<file path="src/rtl/mtr_drv_pkg.sv">
// Shared constants, duty typedef and the saturate-and-offset helper
// for the multi-channel ramped motor driver.
package mtr_drv_pkg;

    localparam logic signed [12:0] UNITY_SCALE = 13'sh800;
    localparam int                 DIV_SHIFT   = 11;
    localparam int                 DUTY_W      = 12;

    typedef logic [DUTY_W-1:0] duty_t;

    // Clamp q to +/-(mid-1) and place it around mid-scale; inv reverses direction.
    function automatic logic [31:0] sat_duty(
        input logic signed [47:0] q,
        input int                 pwm_w,
        input logic               inv
    );
        logic signed [47:0] mid;
        logic signed [47:0] lim;
        logic signed [47:0] qs;
        logic signed [47:0] d;
        mid = 48'sd1 <<< (pwm_w - 1);
        lim = mid - 48'sd1;
        if (q > lim) begin
            qs = lim;
        end else if (q < -lim) begin
            qs = -lim;
        end else begin
            qs = q;
        end
        if (inv) begin
            d = mid - qs;
        end else begin
            d = mid + qs;
        end
        return 32'(d);
    endfunction

endpackage

</file>
<file path="src/rtl/mtr_drv_ramp_ch.sv">
// One motor channel: slew-limited duty register, brake override,
// dead-time PWM pair comparators and the at-target flag.
module mtr_ch_ramp
    import mtr_drv_pkg::*;
#(
    parameter int PWM_W     = 12,
    parameter int DEAD      = 16,
    parameter int RAMP_STEP = 64
) (
    input  logic             clk,
    input  logic             rst_n,
    input  logic [PWM_W-1:0] cnt_nxt,
    input  logic             prd_end,
    input  logic             brake,
    input  logic [PWM_W-1:0] duty_tgt,
    output logic             pwm1,
    output logic             pwm2,
    output logic             at_tgt
);

    localparam logic [PWM_W-1:0] MID    = {1'b1, {(PWM_W-1){1'b0}}};
    localparam logic [PWM_W:0]   DEAD_X = (PWM_W+1)'(DEAD);
    localparam logic [PWM_W:0]   STEP_X = (PWM_W+1)'(RAMP_STEP);

    logic [PWM_W-1:0] duty_act_r;
    logic [PWM_W-1:0] duty_nxt_s;
    logic [PWM_W:0]   act_x_s;
    logic [PWM_W:0]   tgt_x_s;
    logic [PWM_W:0]   cnt_x_s;
    logic [PWM_W:0]   edge2_s;
    logic             pwm1_s;
    logic             pwm2_s;
    logic             pwm1_r;
    logic             pwm2_r;

    // Next duty: brake re-centres, otherwise one bounded step toward target per period.
    always_comb begin
        act_x_s    = {1'b0, duty_act_r};
        tgt_x_s    = {1'b0, duty_tgt};
        duty_nxt_s = duty_act_r;
        if (brake) begin
            duty_nxt_s = MID;
        end else if (!prd_end) begin
            duty_nxt_s = duty_act_r;
        end else if (RAMP_STEP == 0) begin
            duty_nxt_s = duty_tgt;
        end else if (tgt_x_s > act_x_s + STEP_X) begin
            duty_nxt_s = PWM_W'(act_x_s + STEP_X);
        end else if (act_x_s > tgt_x_s + STEP_X) begin
            duty_nxt_s = PWM_W'(act_x_s - STEP_X);
        end else begin
            duty_nxt_s = duty_tgt;
        end
    end

    // Compare against the upcoming count and duty so registered pwm lines align with cnt.
    always_comb begin
        cnt_x_s = {1'b0, cnt_nxt};
        edge2_s = {1'b0, duty_nxt_s} + DEAD_X;
        pwm1_s  = (cnt_x_s >= DEAD_X) && (cnt_x_s < {1'b0, duty_nxt_s});
        pwm2_s  = (cnt_x_s >= edge2_s);
    end

    // Duty register and registered PWM pair; brake drops both legs on the next edge.
    always_ff @(posedge clk or negedge rst_n) begin
        if (!rst_n) begin
            duty_act_r <= MID;
            pwm1_r     <= 1'b0;
            pwm2_r     <= 1'b0;
        end else begin
            duty_act_r <= duty_nxt_s;
            if (brake) begin
                pwm1_r <= 1'b0;
                pwm2_r <= 1'b0;
            end else begin
                pwm1_r <= pwm1_s;
                pwm2_r <= pwm2_s;
            end
        end
    end

    assign pwm1   = pwm1_r;
    assign pwm2   = pwm2_r;
    assign at_tgt = (duty_act_r == duty_tgt);

endmodule

</file>
<file path="src/rtl/mtr_drv_ramp.sv">
// Multi-channel motor driver: captures and scales signed speed commands,
// saturates them to duty targets and drives ramped dead-time PWM pairs.
module mtr_drv_ramp
    import mtr_drv_pkg::*;
#(
    parameter int                NUM_CH    = 2,
    parameter int                SPD_W     = 12,
    parameter int                PWM_W     = 12,
    parameter int                DEAD      = 16,
    parameter int                RAMP_STEP = 64,
    parameter logic [NUM_CH-1:0] INV_MASK  = 2'b10
) (
    input  logic                    clk,
    input  logic                    rst_n,
    input  logic [NUM_CH*SPD_W-1:0] spd,
    input  logic signed [12:0]      scale,
    input  logic                    brake,
    output logic [NUM_CH-1:0]       pwm1,
    output logic [NUM_CH-1:0]       pwm2,
    output logic [NUM_CH-1:0]       at_tgt,
    output logic                    prd_end
);

    localparam int                       PROD_W  = SPD_W + 13;
    localparam logic [PWM_W-1:0]         MID     = {1'b1, {(PWM_W-1){1'b0}}};
    localparam logic [PWM_W-1:0]         CNT_MAX = {PWM_W{1'b1}};
    localparam logic signed [PROD_W-1:0] RND     = PROD_W'((32'd1 << DIV_SHIFT) - 32'd1);

    logic [NUM_CH*SPD_W-1:0]      spd_r;
    logic signed [12:0]           scale_r;
    logic [NUM_CH-1:0][PWM_W-1:0] duty_tgt_r;
    logic [NUM_CH-1:0][PWM_W-1:0] tgt_nxt_s;
    logic [PWM_W-1:0]             cnt_r;
    logic [PWM_W-1:0]             cnt_nxt_s;
    logic                         prd_end_r;

    // Scale, divide toward zero (bias negatives before the shift) and saturate per channel.
    always_comb begin : tgt_calc
        logic signed [PROD_W-1:0] a_v;
        logic signed [PROD_W-1:0] b_v;
        logic signed [PROD_W-1:0] prod_v;
        logic signed [PROD_W-1:0] q_v;
        a_v       = '0;
        b_v       = '0;
        prod_v    = '0;
        q_v       = '0;
        tgt_nxt_s = '0;
        for (int i = 0; i < NUM_CH; i++) begin
            a_v    = PROD_W'($signed(spd_r[i*SPD_W +: SPD_W]));
            b_v    = PROD_W'(scale_r);
            prod_v = a_v * b_v;
            if (prod_v[PROD_W-1]) begin
                q_v = (prod_v + RND) >>> DIV_SHIFT;
            end else begin
                q_v = prod_v >>> DIV_SHIFT;
            end
            tgt_nxt_s[i] = PWM_W'(sat_duty(48'(q_v), PWM_W, INV_MASK[i]));
        end
    end

    assign cnt_nxt_s = cnt_r + {{(PWM_W-1){1'b0}}, 1'b1};

    // Input capture, target pipeline, shared period counter and end-of-period pulse.
    always_ff @(posedge clk or negedge rst_n) begin
        if (!rst_n) begin
            spd_r      <= '0;
            scale_r    <= '0;
            duty_tgt_r <= {NUM_CH{MID}};
            cnt_r      <= '0;
            prd_end_r  <= 1'b0;
        end else begin
            spd_r      <= spd;
            scale_r    <= scale;
            duty_tgt_r <= tgt_nxt_s;
            cnt_r      <= cnt_nxt_s;
            prd_end_r  <= (cnt_nxt_s == CNT_MAX);
        end
    end

    assign prd_end = prd_end_r;

    for (genvar g = 0; g < NUM_CH; g++) begin : g_ch
        mtr_ch_ramp #(
            .PWM_W     (PWM_W),
            .DEAD      (DEAD),
            .RAMP_STEP (RAMP_STEP)
        ) u_ch (
            .clk      (clk),
            .rst_n    (rst_n),
            .cnt_nxt  (cnt_nxt_s),
            .prd_end  (prd_end_r),
            .brake    (brake),
            .duty_tgt (duty_tgt_r[g]),
            .pwm1     (pwm1[g]),
            .pwm2     (pwm2[g]),
            .at_tgt   (at_tgt[g])
        );
    end

endmodule

</file>
<file path="config.mk">
export PLATFORM = sky130hd
export DESIGN_NAME = mtr_drv_ramp
export DESIGN_NICKNAME = d
export VERILOG_FILES = /design/src/rtl/mtr_drv_pkg.sv /design/src/rtl/mtr_drv_ramp_ch.sv /design/src/rtl/mtr_drv_ramp.sv
export SDC_FILE = /design/constraint.sdc
export NUM_CORES = 1
export LEC_CHECK = 0
export ABC_AREA = 0
export CAP_MARGIN = 20
export CORE_AREA = 2 2 183 185
export DETAILED_ROUTE_END_ITERATION = 16
export DIE_AREA = 0 0 185 187
export PLACE_DENSITY = 0.88
export SKIP_LAST_GASP = 1
export SYNTH_ARGS = -nofsm -noshare
export SYNTH_HDL_FRONTEND = slang
export SYNTH_SLANG_ARGS = --single-unit
</file>
<file path="constraint.sdc">
create_clock -name clk -period 10.9 [get_ports clk]
set_input_delay 1.635 -clock clk [delete_from_list [all_inputs] [get_ports clk]]
set_output_delay 1.635 -clock clk [all_outputs]
set_load 0.02 [all_outputs]
</file>
After elaboration in Yosys (flattened, before gate mapping):

Cells that the tools add are included.

* flip-flop bits (word level): 102
* input bits: 40
* output and inout port bits: 7
* logic and storage cells: 63

* $add $sub $neg: 13
* multiply operators: 2
* order comparisons: 13
* equality and inequality tests: 3
* mux-type cells: 18
* reductions and logical operators: 2

Operators with widths (count)
* $mux W12: 12
* $add A12 B7 Y13 const B: 4
* $gt A12 B13 Y1: 4
* $add A25 B12 Y25 const B: 2
* $gt A25 B12 Y1 const B: 2
* $lt A25 B12 Y1 const B: 2
* $mul A12 B13 Y25: 2
* $mux W25: 2
* $add A12 B5 Y13 const B: 2
* $ge A12 B13 Y1: 2
* $eq A12 B12 Y1: 2
* $lt A12 B12 Y1: 2
* $sub A12 B7 Y12 const B: 2
* $add A12 B1 Y12 const B: 1
* $add A12 B12 Y12 const A: 1
* $eq A12 B12 Y1 const B: 1
* $ge A12 B5 Y1 const B: 1
* $sub A12 B12 Y12 const A: 1
* $mux W1: 4
* $logic_and A1 B1 Y1: 2

Logic depth before layout (Yosys ltp):

Gate-level depths: netlist of the first run.

* depth after elaboration: 9
* depth in mapped cells: 34
* depth with buffers taken out: 29

By module:

Synthesis of the first run repeated with hierarchy kept, for this count alone.

* cells, all modules: 2243
* area, all modules: 20387.1 um^2

Modules (own cells, without submodules)
* mtr_drv_ramp: instances 1, cells each 1693, area an instance 15497.4 um^2, seq. area each 1854.3 um^2
* mtr_ch_ramp: instances 2, cells each 275, area an instance 2444.8 um^2, seq. area each 351.6 um^2

Least setup slack after synthesis of the first run:

Ideal clock, no wire load.

* path type: register -> register
* start point: reg scale_r[1]
* end point: reg duty_tgt_r[22] in the netlist's numbering
* setup time: 0.120 ns
* arrival time: 7.134 ns
* required time: 10.780 ns
* setup slack: 3.646 ns
* cell stages (with the launch flop): 32
* path buffers: 4
* clock period less this slack: 7.254 ns
* path through: dfrtp_1 -> clkbuf_1 -> nand2_1 -> fa_1 -> inv_1 -> fa_1 -> inv_1 -> fa_1 -> fa_1 -> fa_1 -> inv_1 -> ha_1 -> clkbuf_2 -> a211oi_1 -> o221ai_1 -> a21boi_0 -> xnor2_1 -> nand2_1 -> or3_1 -> o21ai_1 -> o21ai_1 -> o211ai_1 -> nand2_1 -> buf_6 -> nand3_1 -> inv_1 -> ha_1 -> buf_2 -> and2_1 -> nand3_1 -> o21ai_1 -> a31o_2

RTL lines
* from (decl): RTL line mtr_drv_ramp.sv:30 `logic signed [12:0] scale_r;`
* from (signal assigned): RTL line mtr_drv_ramp.sv:73 `scale_r <= scale;`
* to (signal assigned): RTL line mtr_drv_ramp.sv:68 `duty_tgt_r <= {NUM_CH{MID}};`
* to (signal assigned): RTL line mtr_drv_ramp.sv:74 `duty_tgt_r <= tgt_nxt_s;`
* to (decl): RTL line mtr_drv_ramp.sv:31 `logic [NUM_CH-1:0][PWM_W-1:0] duty_tgt_r;`

==> summary.txt, run 1 <==
Worst setup path
  – Worst reg-to-reg setup slack: ~2.2 ns
  – Crit path depth: 27
  – Critical path class: flip-flop to flip-flop
  – Worst path max stage delay: about 0.87 ns
  – Critical Path Start: scale_r[1]$_DFF_PN0_
  – Slowest CP cell: dfrtp_1
  – Critical path required time: 11.16 ns
  – Reg2Reg Launch Point: scale_r[1]$_DFF_PN0_
  – Critical path destination: duty_tgt_r[18]$_DFF_PN0_
  – Worst Path Max Fanout: 24
  – Buf+Inv Stages, Crit Path: 4
  – Worst R2R End: duty_tgt_r[18]$_DFF_PN0_
  – Kind of end point of the critical path: flip-flop
  – Worst Path Arrival: 8.94 ns
  – R2R depth: 27
  – Cell family with most CP delay: adder cells
  – Setup crit start kind: flip-flop
  – CP most frequent cell: fa_1

Clocking
  – Clk buf depth: 2
  – Clock Latency Late Sink: 0.38 ns
  – Clock-pin slew on the worst setup and hold paths: 0.08 ns
  – Clock sink total: slightly above 100
  – Post-CTS sizing: 0
  – TritonCTS clock tree: yes
  – Root Driver: clkbuf_16
  – Postcts setup bufs: 0
  – Hold_buf cts: 0
  – Num CTS Buffers: 9
  – CTS H-Tree Depth: 3

Synthesis
  – Post-Syn Area per Cell: about 8.8 µm²
  – Synth Flop Type: dfrtp_1
  – Ys async rst share: 100%
  – Yosys cell types: 75
  – Register bit total from synthesis: 102
  – Synth warn: 0
  – Mapped Cells: 2,216
  – Sequential cell area fraction in the yosys report: 13.2%
  – Syn Std Cell Area: 19,400 µm²
  – Mapped Nets: 2,755
  – Number of enable flip-flop cells after synthesis: 0

Placement
  – Setup WS pre-CTS: 2.36 ns
  – DP HPWL: around 35,000 µm
  – Number of port buffers: 46
  – GP Congestion: 0.860
  – Placed insts: 2,622

STA
  – Setup TNS: 0 ns
  – Period minus WS final: between 8 and 9 ns
  – Worst Setup Slack, final: 2.22 ns
  – Final clock skew: 0.00996 ns
  – RSZ-0062 raised after global routing: no
  – Final hold violation count: 0
  – Final setup vio count: 0
  – Worst-Margin Slew: approximately 1.1 ns
  – Period utilization: 79.6%
  – Fmax: approximately 0.12 GHz
  – Slew Limit Headroom: 28.1%
  – Final slew viol count: 0

Die
  – IO Pins: 47
  – Core Area: 32,900 µm²
  – FP Rows: 67
  – Die Wd: 185 µm
  – Starting density of the core: 59.2%
  – Die area: 34,600 µm²
  – Die Y: 187 µm

Drt
  – Initial drt markers: 1,059
  – DRC violation count after routing: 0
  – Wire per inst: 16.2 µm
  – Vias per inst: 5.73
  – Routed Antenna Nets: 0
  – Via Count: 15,115
  – DR pass1 iterations: 5
  – Drt total wl: ~43,000 µm

Layout
  – Multi-input combinational cell area: 14,900 µm²
  – Post-route insts no fill: 2,638
  – FF+latch area: 2560 µm²
  – Utilization after layout: between 60 and 70%
  – Most frequent cells in the layout: inv_1, fa_1, nand2_1
  – P&R area growth vs syn: 5.07%
  – Final #Nets: 2,724
  – Filler cells: approximately 2,600
  – Share of post-route cells with drive strength above 1: 2.92%
  – Antenna Cells: 0
  – Commonest non-fill, non-tap cell in the layout: inv_1

Global route
  – Vias in the first global route: approximately 16,000
  – First-pass GRT wire length: between 70,000 and 80,000 µm
  – Total track usage: 26.2%
  – Initial antenna violation count: 0
  – Grt total ovfl: 0
  – Largest net degree at the start of global routing: 60

Hold path
  – Hold Startpoint: cnt_r[0]$_DFF_PN0_
  – Worst hold path class: flip-flop to flip-flop

Run status
  – Status: finished clean

Flow run
  – Max-Cap Viols: 0
[logic make-up after synthesis]
logic type	synth area share, %
compound gates	10.6
xor+xnor	5.54
fa+ha+maj	43.6
buf+inv	10.2
flops	13.2
mux	0.167
simple gates	16.8
[area by class of cell]
cell class / count / area share [%]
inverter: 425 / 7.81
clock inverter: 7 / 0.508
sequential: 102 / 12.5
tap: 448 / 2.74
timing repair buffer: 49 / 2.35
multi-input combinational: 1598 / 73.0
clock buffer: 9 / 1.10
[registers in the layout (all words and copies together), names as in the netlist]
register	flops
g_ch.u_ch.pwm1	2
spd_r	24
duty_tgt_r	24
scale_r	13
prd_end	1
cnt_r	12
g_ch.u_ch.duty_act_r	24
g_ch.u_ch.pwm2	2
[metal layers]
metal / part of all wire [%] / vias up / routed length, µm / GRT usage (%)
met3: 6.4 / 116 / 2760 / 4.89
met4: 2.9 / 0 / 1230 / 9.37
met5: 0 / - / 0 / 0
li1: - / 6927 / - / -
met2: 51 / 554 / 21900 / 45.5
met1: 40 / 7518 / 16900 / 32.4
[cells in the mapped netlist, drive strengths merged, types with 36 or more instances]
library cell | instances | area [µm²]
a21oi | 89 | 453
and2 | 113 | 707
clkbuf | 79 | 298
dfrtp | 98 | 2450
fa | 296 | 5930
ha | 203 | 2540
inv | 424 | 1590
nand2 | 252 | 946
nand3 | 47 | 240
nor2 | 88 | 330
nor3 | 36 | 190
o21ai | 68 | 340
xnor2 | 86 | 753
xor2 | 37 | 324
[worst min-delay path by stage]
stage                         end  slack, ns  cells past startpoint
6_report       cnt_r[0]$_DFF_PN0_       0.59                      1
5_1_grt        cnt_r[0]$_DFF_PN0_       0.62                      1
4_1_cts        cnt_r[0]$_DFF_PN0_       0.59                      1
3_5_place_dp   cnt_r[0]$_DFF_PN0_       0.58                      1
3_3_place_gp   cnt_r[0]$_DFF_PN0_       0.57                      1
2_1_floorplan  cnt_r[0]$_DFF_PN0_       0.52                      1
[through the flow]
| stage | hold WS, ns | cell area (µm²) |
|---|---|---|
| floorplan | 0.516 | 19400 |
| global placement | 0.570 | 20100 |
| detailed placement | 0.579 | 20100 |
| CTS | 0.595 | 20400 |
| global route | 0.623 | 20400 |
| finish | 0.588 | 20400 |
[worst register-to-register path, cell delays in order (launching register included)]
cell,delay [ns]
dfrtp_1,0.87
nand2_1,0.19
fa_1,0.55
inv_1,0.06
fa_1,0.52
inv_1,0.05
fa_1,0.50
fa_1,0.53
fa_1,0.55
inv_1,0.04
ha_1,0.37
a211oi_1,0.41
o211ai_1,0.29
a21oi_1,0.33
o31ai_1,0.14
xnor2_1,0.75
o211ai_1,0.26
o21ai_1,0.40
o21ai_1,0.13
o211ai_1,0.12
nand2_1,0.31
nand3_1,0.24
inv_1,0.06
ha_1,0.29
and2_1,0.20
a21boi_0,0.12
o21ai_0,0.19
a21oi_1,0.09
Power of run 1 is not shown: default switching activity piles up to over one toggle a cycle in this logic, so the estimate is an artifact.
==> run 2: changes to the inputs <==
--- a/config.mk
+++ b/config.mk
@@ -7,10 +7,10 @@
 export LEC_CHECK = 0
 export ABC_AREA = 0
 export CAP_MARGIN = 20
-export CORE_AREA = 2 2 183 185
+export CORE_AREA = 2 2 185 187
 export DETAILED_ROUTE_END_ITERATION = 16
-export DIE_AREA = 0 0 185 187
-export PLACE_DENSITY = 0.88
+export DIE_AREA = 0 0 187 189
+export PLACE_DENSITY = 0.9
 export SKIP_LAST_GASP = 1
 export SYNTH_ARGS = -nofsm -noshare
 export SYNTH_HDL_FRONTEND = slang
==> constraint.sdc (replaced) <==
create_clock -name clk -period 7.2 [get_ports clk]
set_input_delay 1.08 -clock clk [delete_from_list [all_inputs] [get_ports clk]]
set_output_delay 1.08 -clock clk [all_outputs]
set_load 0.02 [all_outputs]
==> run 2 against run 1 <==
  * Non-clock buffer count is 66 higher
  * Maximum frequency increased by 25%
  * Global-route usage decreased by 0.31 points
  * Setup slack worse by 2.0 ns
  * Routed wire length rose by 2.7%
  * Via count increased by 1.5%
==> summary.txt, run 2 (same netlist as run 1, synthesis figures left out) <==
Worst setup path
  – Worst path max stage delay: 0.64 ns
  – Setup crit start kind: flip-flop
  – Buf+Inv Stages, Crit Path: 5
  – CP most frequent cell: fa_1
  – Worst Path Arrival: 7.24 ns
  – Cell family with most CP delay: adder cells
  – Worst Path Max Fanout: 13
  – Kind of end point of the critical path: flip-flop
  – Slowest CP cell: fa_2
  – Crit-path cells: buf_4 > buf_4 > nand2_1 > inv_1 > fa_2 > inv_1 > fa_1 > inv_1 > fa_1 > fa_1 > fa_1 > ha_2 > and4_1 > a221o_1 > a21oi_2 > a21oi_1 > a21o_1 > a21oi_4 > xnor2_4 > or4_1 > o21a_1 > nand4bb_1 > o31ai_1
  – Worst reg-to-reg setup slack: 0.24 ns
  – Critical path class: flip-flop to flip-flop
  – Critical path required time: 7.48 ns

STA
  – Final slew viol count: 0
  – Final hold violation count: 0
  – Final setup vio count: 0
  – Worst-Margin Slew: 0.984 ns
  – RSZ-0062 raised after global routing: yes
  – Final hold slack: approximately 0.6 ns
  – Period minus WS final: 6.96 ns
  – Slew Limit Headroom: 34.4%
  – Period utilization: 96.6%
  – Final clock skew: 0.0160 ns
  – Fmax: 0.144 GHz

Clocking
  – Hold_buf cts: 0
  – CTS H-Tree Depth: 3
  – Root Driver: clkbuf_16
  – Clock-pin slew on the worst setup and hold paths: 0.09 ns
  – Clock Latency Late Sink: 0.38 ns
  – Clk buf depth: 2
  – Num CTS Buffers: 9
  – Clock sink total: slightly above 100
  – TritonCTS clock tree: yes

Drt
  – DR pass1 iterations: 6
  – Via Count: 15,343
  – Vias per inst: 5.67
  – Wire per inst: 16.3 µm
  – Routed Antenna Nets: 0
  – Initial drt markers: approximately 1,200
  – Drt total wl: 44,000 µm
  – DRC violation count after routing: 0

Die
  – Core Area: 33,300 µm²
  – FP Rows: 67
  – Starting density of the core: 58.4%
  – Die Y: ~190 µm
  – Die area: 35,300 µm²
  – IO Pins: 47
  – Die Wd: roughly 190 µm

Layout
  – Post-route insts no fill: approximately 2,700
  – Commonest non-fill, non-tap cell in the layout: inv_1
  – Most frequent cells in the layout: inv_1, fa_1, nand2_1
  – Biggest regs: duty_tgt_r (24), g_ch.u_ch.duty_act_r (24), spd_r (24)
  – Antenna Cells: 0
  – Final #Nets: 2,790
  – P&R area growth vs syn: 8.47%
  – Utilization after layout: 63.4%
  – Share of post-route cells with drive strength above 1: 7.93%

Hold path
  – Worst hold path class: flip-flop to flip-flop

Global route
  – First-pass GRT wire length: 75,700 µm
  – Largest net degree at the start of global routing: 77
  – Total track usage: between 20% and 30%
  – Initial antenna violation count: 0
  – Vias in the first global route: 16,474
  – Grt total ovfl: 0

Run status
  – Status: finished clean

Placement
  – DP HPWL: between 30,000 and 40,000 µm
  – Number of port buffers: 46
  – Placed insts: 2,680
  – GP Congestion: between 0.9 and 1

Flow run
  – Max-Cap Viols: 0
-- run 2: changes by cell type in the layout (fill, tap and decap cells not counted), sizes merged --
cell	delta
clkinv	-2
bufinv	-1
inv	+2
buf	+66
clkinvlp	+1
-- run 2: per-layer routing --
layer | GRT usage [%] | vias to the layer above | share of wire, %
met2 | 45.8 | 553 | 51
met1 | 32.0 | 7607 | 40
met4 | 8.30 | 0 | 2.7
met5 | 0 | - | 0
li1 | - | 7064 | -
met3 | 4.80 | 119 | 6.6
-- run 2: final timing paths --
kind / from / to / cells past startpoint
worst max-delay path: scale_r[12]$_DFF_PN0_ / duty_tgt_r[0]$_DFF_PN0_ / 23
worst min-delay path: cnt_r[0]$_DFF_PN0_ / cnt_r[0]$_DFF_PN0_ / 1
worst max register to register: scale_r[12]$_DFF_PN0_ / duty_tgt_r[0]$_DFF_PN0_ / 23
worst min register to register: cnt_r[0]$_DFF_PN0_ / cnt_r[0]$_DFF_PN0_ / 1
max in group asynchronous: rst_n / spd_r[18]$_DFF_PN0_ / 2
min in group asynchronous: rst_n / spd_r[8]$_DFF_PN0_ / 1
-- run 2: stage by stage --
step / instance area (µm²) / TNS [ns] / worst slack [ns]
global route: 21100 / -0.208 / -0.0599
detailed placement: 20500 / -0.276 / -0.0880
CTS: 20800 / 0 / 0.0182
finish: 21100 / 0 / 0.242
global placement: 20500 / 0 / 0.126
floorplan: 19400 / 0 / 0.0148
-- run 2: final cells by class --
type / count / area [µm²]
inverters: 425 / 1600
multi-input cells: 1598 / 15100
well taps: 448 / 561
clock buffers: 9 / 225
flip-flops and latches: 102 / 2580
repair buffers: 115 / 980
fillers: 2570 / 12200
clock inverters: 7 / 75.1
-- run 2: worst register-to-register path: cells and delay by family, from the launching register on --
family / cells / cell delay, ns
AO/OA/AOI/OAI: 7 / 1.46
buffers and inverters: 5 / 0.63
flip-flops: 1 / 0.47
XOR/XNOR: 1 / 0.17
AND/OR/NAND/NOR: 4 / 1.10
adder cells (fa/ha/maj): 6 / 3.04
-- run 2: what timing repair did --
action | 4_1_cts | 5_1_grt
gates resized for setup | 4 | 58
setup buffers | 0 | 8
endpoints found under the setup margin | 5 | 16
pin swaps | 0 | 14
Power of run 2 is left out for the same reason.
